## src/rtl/kyber_ss_collector_if.sv

```systemverilog
// Result-word and byte-read bus between the Kyber wrapper/host and the shared-secret collector.
interface kyber_ss_collector_if #(
  parameter int unsigned pAW = 5
);
  logic           valid_i;
  logic [31:0]    din;
  logic           rd_req;
  logic [pAW-1:0] rd_addr;
  logic [7:0]     rd_data;
  logic           rd_ack;
  logic           rd_err;

  modport master (
    output valid_i, din, rd_req, rd_addr,
    input  rd_data, rd_ack, rd_err
  );

  modport slave (
    input  valid_i, din, rd_req, rd_addr,
    output rd_data, rd_ack, rd_err
  );
endinterface

```

## src/rtl/kyber_ss_collector.sv

```systemverilog
// Captures pWORDS result words from the Kyber decapsulation wrapper and serves them bytewise.
// Optional KYBER_SS_CHECK_EN adds an exp_i comparator producing a registered match flag.
module kyber_ss_collector #(
  parameter int unsigned pWORDS = 8,
  parameter int unsigned pAW    = 5
) (
  input  logic                   clk,
  input  logic                   rst,
  input  logic                   clear,
  kyber_ss_collector_if.slave    bus,
`ifdef KYBER_SS_CHECK_EN
  input  logic [32*pWORDS-1:0]   exp_i,
  output logic                   match,
`endif
  output logic [6:0]             word_cnt,
  output logic                   done,
  output logic                   overflow
);

  localparam int unsigned IW     = (pWORDS > 1) ? $clog2(pWORDS) : 1;
  localparam int unsigned NBYTES = 4 * pWORDS;
  localparam logic [6:0]  LAST   = 7'(pWORDS - 1);

  typedef enum logic [1:0] {IDLE, CAPTURE, DONE} state_t;

  state_t        state;
  logic [31:0]   mem [pWORDS];
  logic          capture;
  logic [IW-1:0] wr_idx;
  logic [IW-1:0] rd_idx;
  logic          rd_ok;
  logic [31:0]   rd_word;
  logic [7:0]    rd_byte;

  always_comb begin
    capture = bus.valid_i && (state != DONE);
    wr_idx  = word_cnt[IW-1:0];
    rd_idx  = IW'(bus.rd_addr >> 2);
    rd_ok   = (state == DONE) && (32'(bus.rd_addr) < NBYTES);
    rd_word = mem[rd_idx];
    rd_byte = rd_word[8*bus.rd_addr[1:0] +: 8];
  end

  // Capture FSM; done is set on the same edge that enters DONE.
  always_ff @(posedge clk or posedge rst) begin
    if (rst) begin
      state    <= IDLE;
      word_cnt <= '0;
      done     <= 1'b0;
      overflow <= 1'b0;
      for (int unsigned i = 0; i < pWORDS; i++) mem[i] <= '0;
    end else if (clear) begin
      state    <= IDLE;
      word_cnt <= '0;
      done     <= 1'b0;
      overflow <= 1'b0;
      for (int unsigned i = 0; i < pWORDS; i++) mem[i] <= '0;
    end else if (capture) begin
      mem[wr_idx] <= bus.din;
      word_cnt    <= word_cnt + 7'd1;
      if (word_cnt == LAST) begin
        state <= DONE;
        done  <= 1'b1;
      end else begin
        state <= CAPTURE;
      end
    end else if (bus.valid_i) begin
      overflow <= 1'b1;
    end
  end

  // A read coinciding with clear is still acknowledged, but refused.
  always_ff @(posedge clk or posedge rst) begin
    if (rst) begin
      bus.rd_ack  <= 1'b0;
      bus.rd_err  <= 1'b0;
      bus.rd_data <= '0;
    end else begin
      bus.rd_ack <= bus.rd_req;
      if (bus.rd_req && rd_ok && !clear) begin
        bus.rd_data <= rd_byte;
        bus.rd_err  <= 1'b0;
      end else if (bus.rd_req) begin
        bus.rd_data <= '0;
        bus.rd_err  <= 1'b1;
      end else begin
        bus.rd_err <= 1'b0;
        if (clear) bus.rd_data <= '0;
      end
    end
  end

`ifdef KYBER_SS_CHECK_EN
  logic [32*pWORDS-1:0] flat;

  always_comb begin
    flat = '0;
    for (int unsigned i = 0; i < pWORDS; i++) flat[32*i +: 32] = mem[i];
  end

  always_ff @(posedge clk or posedge rst) begin
    if (rst) begin
      match <= 1'b0;
    end else if (clear) begin
      match <= 1'b0;
    end else begin
      match <= (state == DONE) && (flat == exp_i);
    end
  end
`endif

endmodule
```

## src/flat_wrapper.sv

```systemverilog
// flat-port wrapper written by rule: the top's interface ports become plain ports
module kyber_ss_collector_flat 
#(
  parameter int unsigned pWORDS = 8,
  parameter int unsigned pAW    = 5
)
  (clk, rst, clear, word_cnt, done, overflow, bus_valid_i, bus_din, bus_rd_req, bus_rd_addr, bus_rd_data, bus_rd_ack, bus_rd_err);
  kyber_ss_collector_if #(.pAW(pAW)) bus_i ();
  input  logic clk;
  input  logic rst;
  input  logic clear;
  output logic [6:0] word_cnt;
  output logic done;
  output logic overflow;
  input wire logic [$bits(bus_i.valid_i)-1:0] bus_valid_i;
  input wire logic [$bits(bus_i.din)-1:0] bus_din;
  input wire logic [$bits(bus_i.rd_req)-1:0] bus_rd_req;
  input wire logic [$bits(bus_i.rd_addr)-1:0] bus_rd_addr;
  output wire logic [$bits(bus_i.rd_data)-1:0] bus_rd_data;
  output wire logic [$bits(bus_i.rd_ack)-1:0] bus_rd_ack;
  output wire logic [$bits(bus_i.rd_err)-1:0] bus_rd_err;
  assign bus_i.valid_i = bus_valid_i;
  assign bus_i.din = bus_din;
  assign bus_i.rd_req = bus_rd_req;
  assign bus_i.rd_addr = bus_rd_addr;
  assign bus_rd_data = bus_i.rd_data;
  assign bus_rd_ack = bus_i.rd_ack;
  assign bus_rd_err = bus_i.rd_err;
  kyber_ss_collector #(.pWORDS(pWORDS), .pAW(pAW)) u_core (.clk(clk), .rst(rst), .clear(clear), .bus(bus_i), .word_cnt(word_cnt), .done(done), .overflow(overflow));
endmodule
```

## config.mk

```make
export PLATFORM = sky130hd
export DESIGN_NAME = kyber_ss_collector_flat
export DESIGN_NICKNAME = d
export VERILOG_FILES = /design/src/rtl/kyber_ss_collector_if.sv /design/src/rtl/kyber_ss_collector.sv /design/src/flat_wrapper.sv
export SDC_FILE = /design/constraint.sdc
export NUM_CORES = 1
export LEC_CHECK = 0
export BUFFER_PORTS_ARGS = -buffer_cell sky130_fd_sc_hd__buf_2
export CORE_ASPECT_RATIO = 0.8
export CORE_UTILIZATION = 52
export DETAILED_ROUTE_END_ITERATION = 10
export PLACE_DENSITY = 0.81
export SLEW_MARGIN = 20
export SYNTH_ARGS = -nofsm -noshare
export SYNTH_HDL_FRONTEND = slang
export SYNTH_SLANG_ARGS = --single-unit
```

## constraint.sdc

```tcl
create_clock -name clk -period 23.4 [get_ports clk]
set_input_delay 4.68 -clock clk [delete_from_list [all_inputs] [get_ports clk]]
set_output_delay 4.68 -clock clk [all_outputs]
set_load 0.02 [all_outputs]
```

== After elaboration in Yosys (flattened, before gate mapping) ==
Index checks and enable logic that the tools add are counted.
Operators by class
  add/sub/neg operators: 1
  $lt $le $gt $ge: 3
  equality and inequality tests: 4
  shifts and indexed selects: 1
  mux-type cells: 24
  bitwise operators: 2
  reductions and logical operators: 11
Operator list (number)
  256-bit two-way mux: 2
  256-bit bitwise mux: 1
  32-bit binary-select mux with 3-bit select: 1
  32-bit demux with 3-bit select: 1
  32-bit two-way mux: 3
  32-bit by 6-bit variable part select with 8-bit output: 1
  8-bit two-way mux: 3
  7-bit two-way mux: 2
  4-bit >= comparator (second input constant): 2
  1-bit two-way mux: 8
  3-bit NOT with 4-bit output: 2
  7-bit by 1-bit adder with 7-bit output (second input constant): 1
  7-bit by 3-bit == test with 1-bit output (second input constant): 1
  2-bit two-way mux: 3
  2-bit nonzero test: 3
  1-bit logical AND: 4
  4-bit by 1-bit < comparator with 1-bit output (second input constant): 1
  2-bit != test (second input constant): 2
  2-bit AND reduction: 2
  3-bit nonzero test: 1
  2-bit == test (second input constant): 1
  1-bit logical NOT: 1
Word-level totals
  register bits after elaboration: 277
  output and inout port bits: 19
  logic and storage cells: 61

== Longest topological paths before layout ==
  word-level depth: 8
  mapped depth: 9

== Worst setup path before layout ==
OpenSTA, ideal clock, no wires.
  kind: in2reg
  from: input bus_rd_addr[2]
  to: register u_core.bus.rd_data[2]
  library setup time: 0.135 ns
  arrival time: 6.102 ns
  data required time: 23.265 ns
  path slack: 17.163 ns
  stages on the path: 6
  cells stage by stage: buf_6 > buf_12 > mux4_1 > mux2_2 > a221oi_2 > o41ai_2
On the way
  longest elaborated chain between the ends: 6
RTL lines
  start: declaration: RTL line flat_wrapper.sv:18  | input wire logic [$bits(bus_i.rd_addr)-1:0] bus_rd_addr;
  3-bit NOT with 4-bit output (implied by the code): RTL line kyber_ss_collector.sv:40  | rd_word = mem[rd_idx];
  32-bit binary-select mux with 3-bit select: RTL line kyber_ss_collector.sv:40
  32-bit two-way mux (implied by the code) (2 in a row): RTL line kyber_ss_collector.sv:40
  32-bit by 6-bit variable part select with 8-bit output: RTL line kyber_ss_collector.sv:41  | rd_byte = rd_word[8*bus.rd_addr[1:0] +: 8];
  8-bit two-way mux: RTL line kyber_ss_collector.sv:80  | if (bus.rd_req && rd_ok && !clear) begin
  end signal: assignment: RTL line kyber_ss_collector.sv:81  | bus.rd_data <= rd_byte;
  end: declaration: RTL line kyber_ss_collector_if.sv:20  | output rd_data, rd_ack, rd_err
Every way passes these cells. The select of a mux whose other input is x is not followed.
A chain may end at the register's enable or synchronous reset.

== Worst setup path after layout ==
  from: input bus_rd_addr[2]
  to: register u_core.bus.rd_data[4]
The elaborated chain is that of the path after synthesis.

==> metrics.md <==
| Metric | Value |
|---|---|
| Status | finished clean |
| Worst Path Buf+Inv | 2 |
| M1 wire length | 15300 µm |
| Crit path max fanout | 52 |
| Slew Viols, Final | 0 |
| Worst VDD drop | 53.9 µV |
| # Post-CTS Setup Buffers | 0 |
| DR DRC count | 0 |
| Post-synthesis cell type count | 39 |
| R2R Path Start | u_core.state[0] |
| Initial antenna violation count | 2 |
| Startpoint Class | input pin |
| Via count | between 10000 and 15000 |
| Clk root buf | clkbuf_16 |
| Detail Route met2 WL | roughly 17000 µm |
| Slew headroom | 24.3% |
| Initial drt markers | 1444 |
| Uppermost routed layer | met5 |
| Fmax | ~140 MHz |
| Hold depth | 2 |
| Via density | between 6 and 7 |
| Post-DP HPWL | 21100 µm |
| Post-synthesis sequential area ratio | 51.5% |
| Synth Register Bits | 277 |
| Hold crit path type | reg2reg |
| Pwr dens | 70.6 nW/µm² |
| GPL Wtd Cong | 0.815 |
| Cell row count | 52 |
| Routed length per instance | 21.4 µm |
| Kind of cell adding the most delay to the critical path | buffers and inverters |
| Most common cell in the netlist | nand2_1 |
| Mapped Cells | 1457 |
| Die ar. | 26600 µm² |
| CP arrival | 7730 ps |
| Initial Util | a little over half |
| Synth cell count leaders | 531 x nand2_1, 284 x a21oi_1, 277 x dfrtp_1, 82 x clkbuf_1, 48 x mux2i_1 |
| Largest net degree at the start of global routing | 172 |
| Largest cells by area after synthesis | dfrtp_1 51%, nand2_1 15%, a21oi_1 11% |
| IO Count | 61 |
| Worst path cell trace | buf_4, buf_4, mux4_1, mux2_2, a221oi_1, o41ai_1 |
| # hold bufs at CTS | 0 |
| Ys Warns | 0 |
| Post-route setup TNS | 0 ps |
| Fraction of registers with async set/reset | 100% |
| Worst Reg-to-Reg Cells | 6 |
| Biggest area consumer among synthesized cells | dfrtp_1 |
| Post-synth EDFFs | 0 |
| Core area | 25400 µm² |
| Leakage | 0.00627 µW |
| Met3 WL | 4050 µm |
| CTS buffer count | 28 |
| Least-Margin Pin Slew | 1130 ps |
| Yosys top cell area share | 51.5% |
| Min Hold Slack | 510 ps |
| Max clock buf depth | 3 |
| CP max stage delay | 800 ps |
| Die Ht | 146 µm |
| Crit Path Class | in2reg |
| Crit share post-route | between 30% and 40% |
| Post-route design area | 14500 µm² |
| Worst Hold End | u_core.overflow |
| Post-DRT Antenna Nets | 0 |
| Ys flop type | dfrtp_1 |
| Mapped Avg Cell Area | between 9 and 10 µm² |
| Nets@finish | roughly 1500 |
| Die width | 182 µm |
| Util after Layout | 57.0% |
| First-pass GRT wire length | 59600 µm |
| Placement-stage cell area | 13600 µm² |
| Final worst slack | 16070 ps |
| IO buf count | 60 |
| Gr ovfl total | 0 |
| Clk_lat worst skew | ~550 ps |
| Layout area overhead | 7.42% |
| Required @ worst endpoint | 23800 ps |
| Final setup vio count | 0 |
| Reg clk slew, reported paths | approximately 60 ps |
| Final hold viol count | 0 |
| # clock sinks | between 200 and 300 |
| DR pass1 iterations | 5 |
| Share of layout cells above drive strength 1 | between 10 and 15% |
| R2r setup slk | ~21000 ps |
| Critical Path Most Common Cell | buf_4 |
| CTS tree | yes |
| Min-delay src | u_core.overflow |
| Post-synth net total | 1500 |
| RSZ-0062 raised after global routing | no |
| Vias in the first global route | approximately 11000 |
| # resized after CTS | 0 |
| CTS H-tree depth | 1 |
| Synthesized cell area | 13500 µm² |
| Gr usage total | just under 30% |
| WL final | 37700 µm |
| Crit Reg-Reg Endpoint | u_core.mem[69] |
| Worst slack, placed | approximately 15000 ps |
| Critical Path End Type | register |
| Number of max-cap violations | 0 |
| Skew final | 8.04 ps |
| Final Critical Period | 7330 ps |
| Slowest-stage cell, CP | buf_4 |
[cell usage in the layout, fill, tap and decap left out, types with 5 or more instances in the layout]
master     netlist  final
nand2_1        531    531
a21oi_1        284    284
dfrtp_1        277    277
buf_2           10     58
mux2i_1         48     48
clkbuf_16        0     29
mux2_2          24     24
buf_4           41     19
mux4_2          18     18
a22oi_1         16     16
nor2_1          14     14
mux4_1          14     14
nor2b_1         14     12
clkbuf_1        82      9
o22ai_1          8      8
a211oi_1         8      8
nand3_1          6      6
o41ai_1          6      6
and2_1           2      5
clkinv_2         0      5
clkbuf_8         0      5
[metal layers]
| metal | track usage [%] | up-vias |
|---|---|---|
| met4 | 10.2 | 2 |
| li1 | - | 4797 |
| met2 | 42.9 | 607 |
| met3 | 6.76 | 107 |
| met5 | 0 | - |
| met1 | 41.6 | 5430 |
[final cells by class]
type | count | area (µm²)
fillers | 2112 | 10900
flip-flops and latches | 277 | 6930
multi-input cells | 1028 | 5740
clock buffers | 42 | 815
repair buffers | 79 | 458
well taps | 324 | 405
clock inverters | 8 | 93.8
inverters | 5 | 26.3
diodes | 1 | 2.50
[report_power, final]
group	internal (µW)	switching, µW
clock	262	188
combinational	21.4	58.1
sequential	487	4.91
total	770	251
[through the flow]
| stage | total power [µW] | std cells |
|---|---|---|
| floorplan | 559 | 1457 |
| global placement | 576 | 1713 |
| detailed placement | 578 | 1713 |
| CTS | 1020 | 1763 |
| global route | 1050 | 1764 |
| finish | 1020 | 1764 |
[worst reg2reg max path: cells and delay by family (launching register included)]
kind / cells / cell delay [ps]
simple gates: 4 / 1210
compound gates: 1 / 180
flops: 1 / 390
buf+inv: 1 / 460
[logic make-up (layout without fill, tap and decap cells)]
logic type / count (synthesis) / in the layout / synth area share (%)
AO/OA/AOI/OAI: 332 / 332 / 13.6
XOR/XNOR: 5 / 5 / 0.325
adder cells (fa/ha/maj): 1 / 1 / 0.0929
buffers and inverters: 152 / 134 / 6.16
flip-flops: 277 / 277 / 51.5
multiplexers: 104 / 104 / 11.3
other: 0 / 1 / 0
AND/OR/NAND/NOR: 586 / 586 / 17.1
[flip-flops by register name, indices dropped and copies added, names as in the netlist]
name	cells
u_core.mem	256
u_core.bus.rd_data	8
u_core.word_cnt	7
u_core.state	2
u_core.bus.rd_ack	1
u_core.bus.rd_err	1
u_core.done	1
u_core.overflow	1
[worst max-delay path by stage]
stage / start / endpoint / slack, ps / cells past startpoint
after floorplan: rst / u_core.bus.rd_ack / 11080 / 1
after global placement: bus_rd_addr[2] / u_core.bus.rd_data[4] / 15560 / 6
after detailed placement: bus_rd_addr[2] / u_core.bus.rd_data[4] / 15490 / 6
after CTS: bus_rd_addr[2] / u_core.bus.rd_data[4] / 16080 / 6
after global routing: bus_rd_addr[2] / u_core.bus.rd_data[4] / 16000 / 6
final: bus_rd_addr[2] / u_core.bus.rd_data[4] / 16070 / 6
Power figures use the tool's default switching activity.
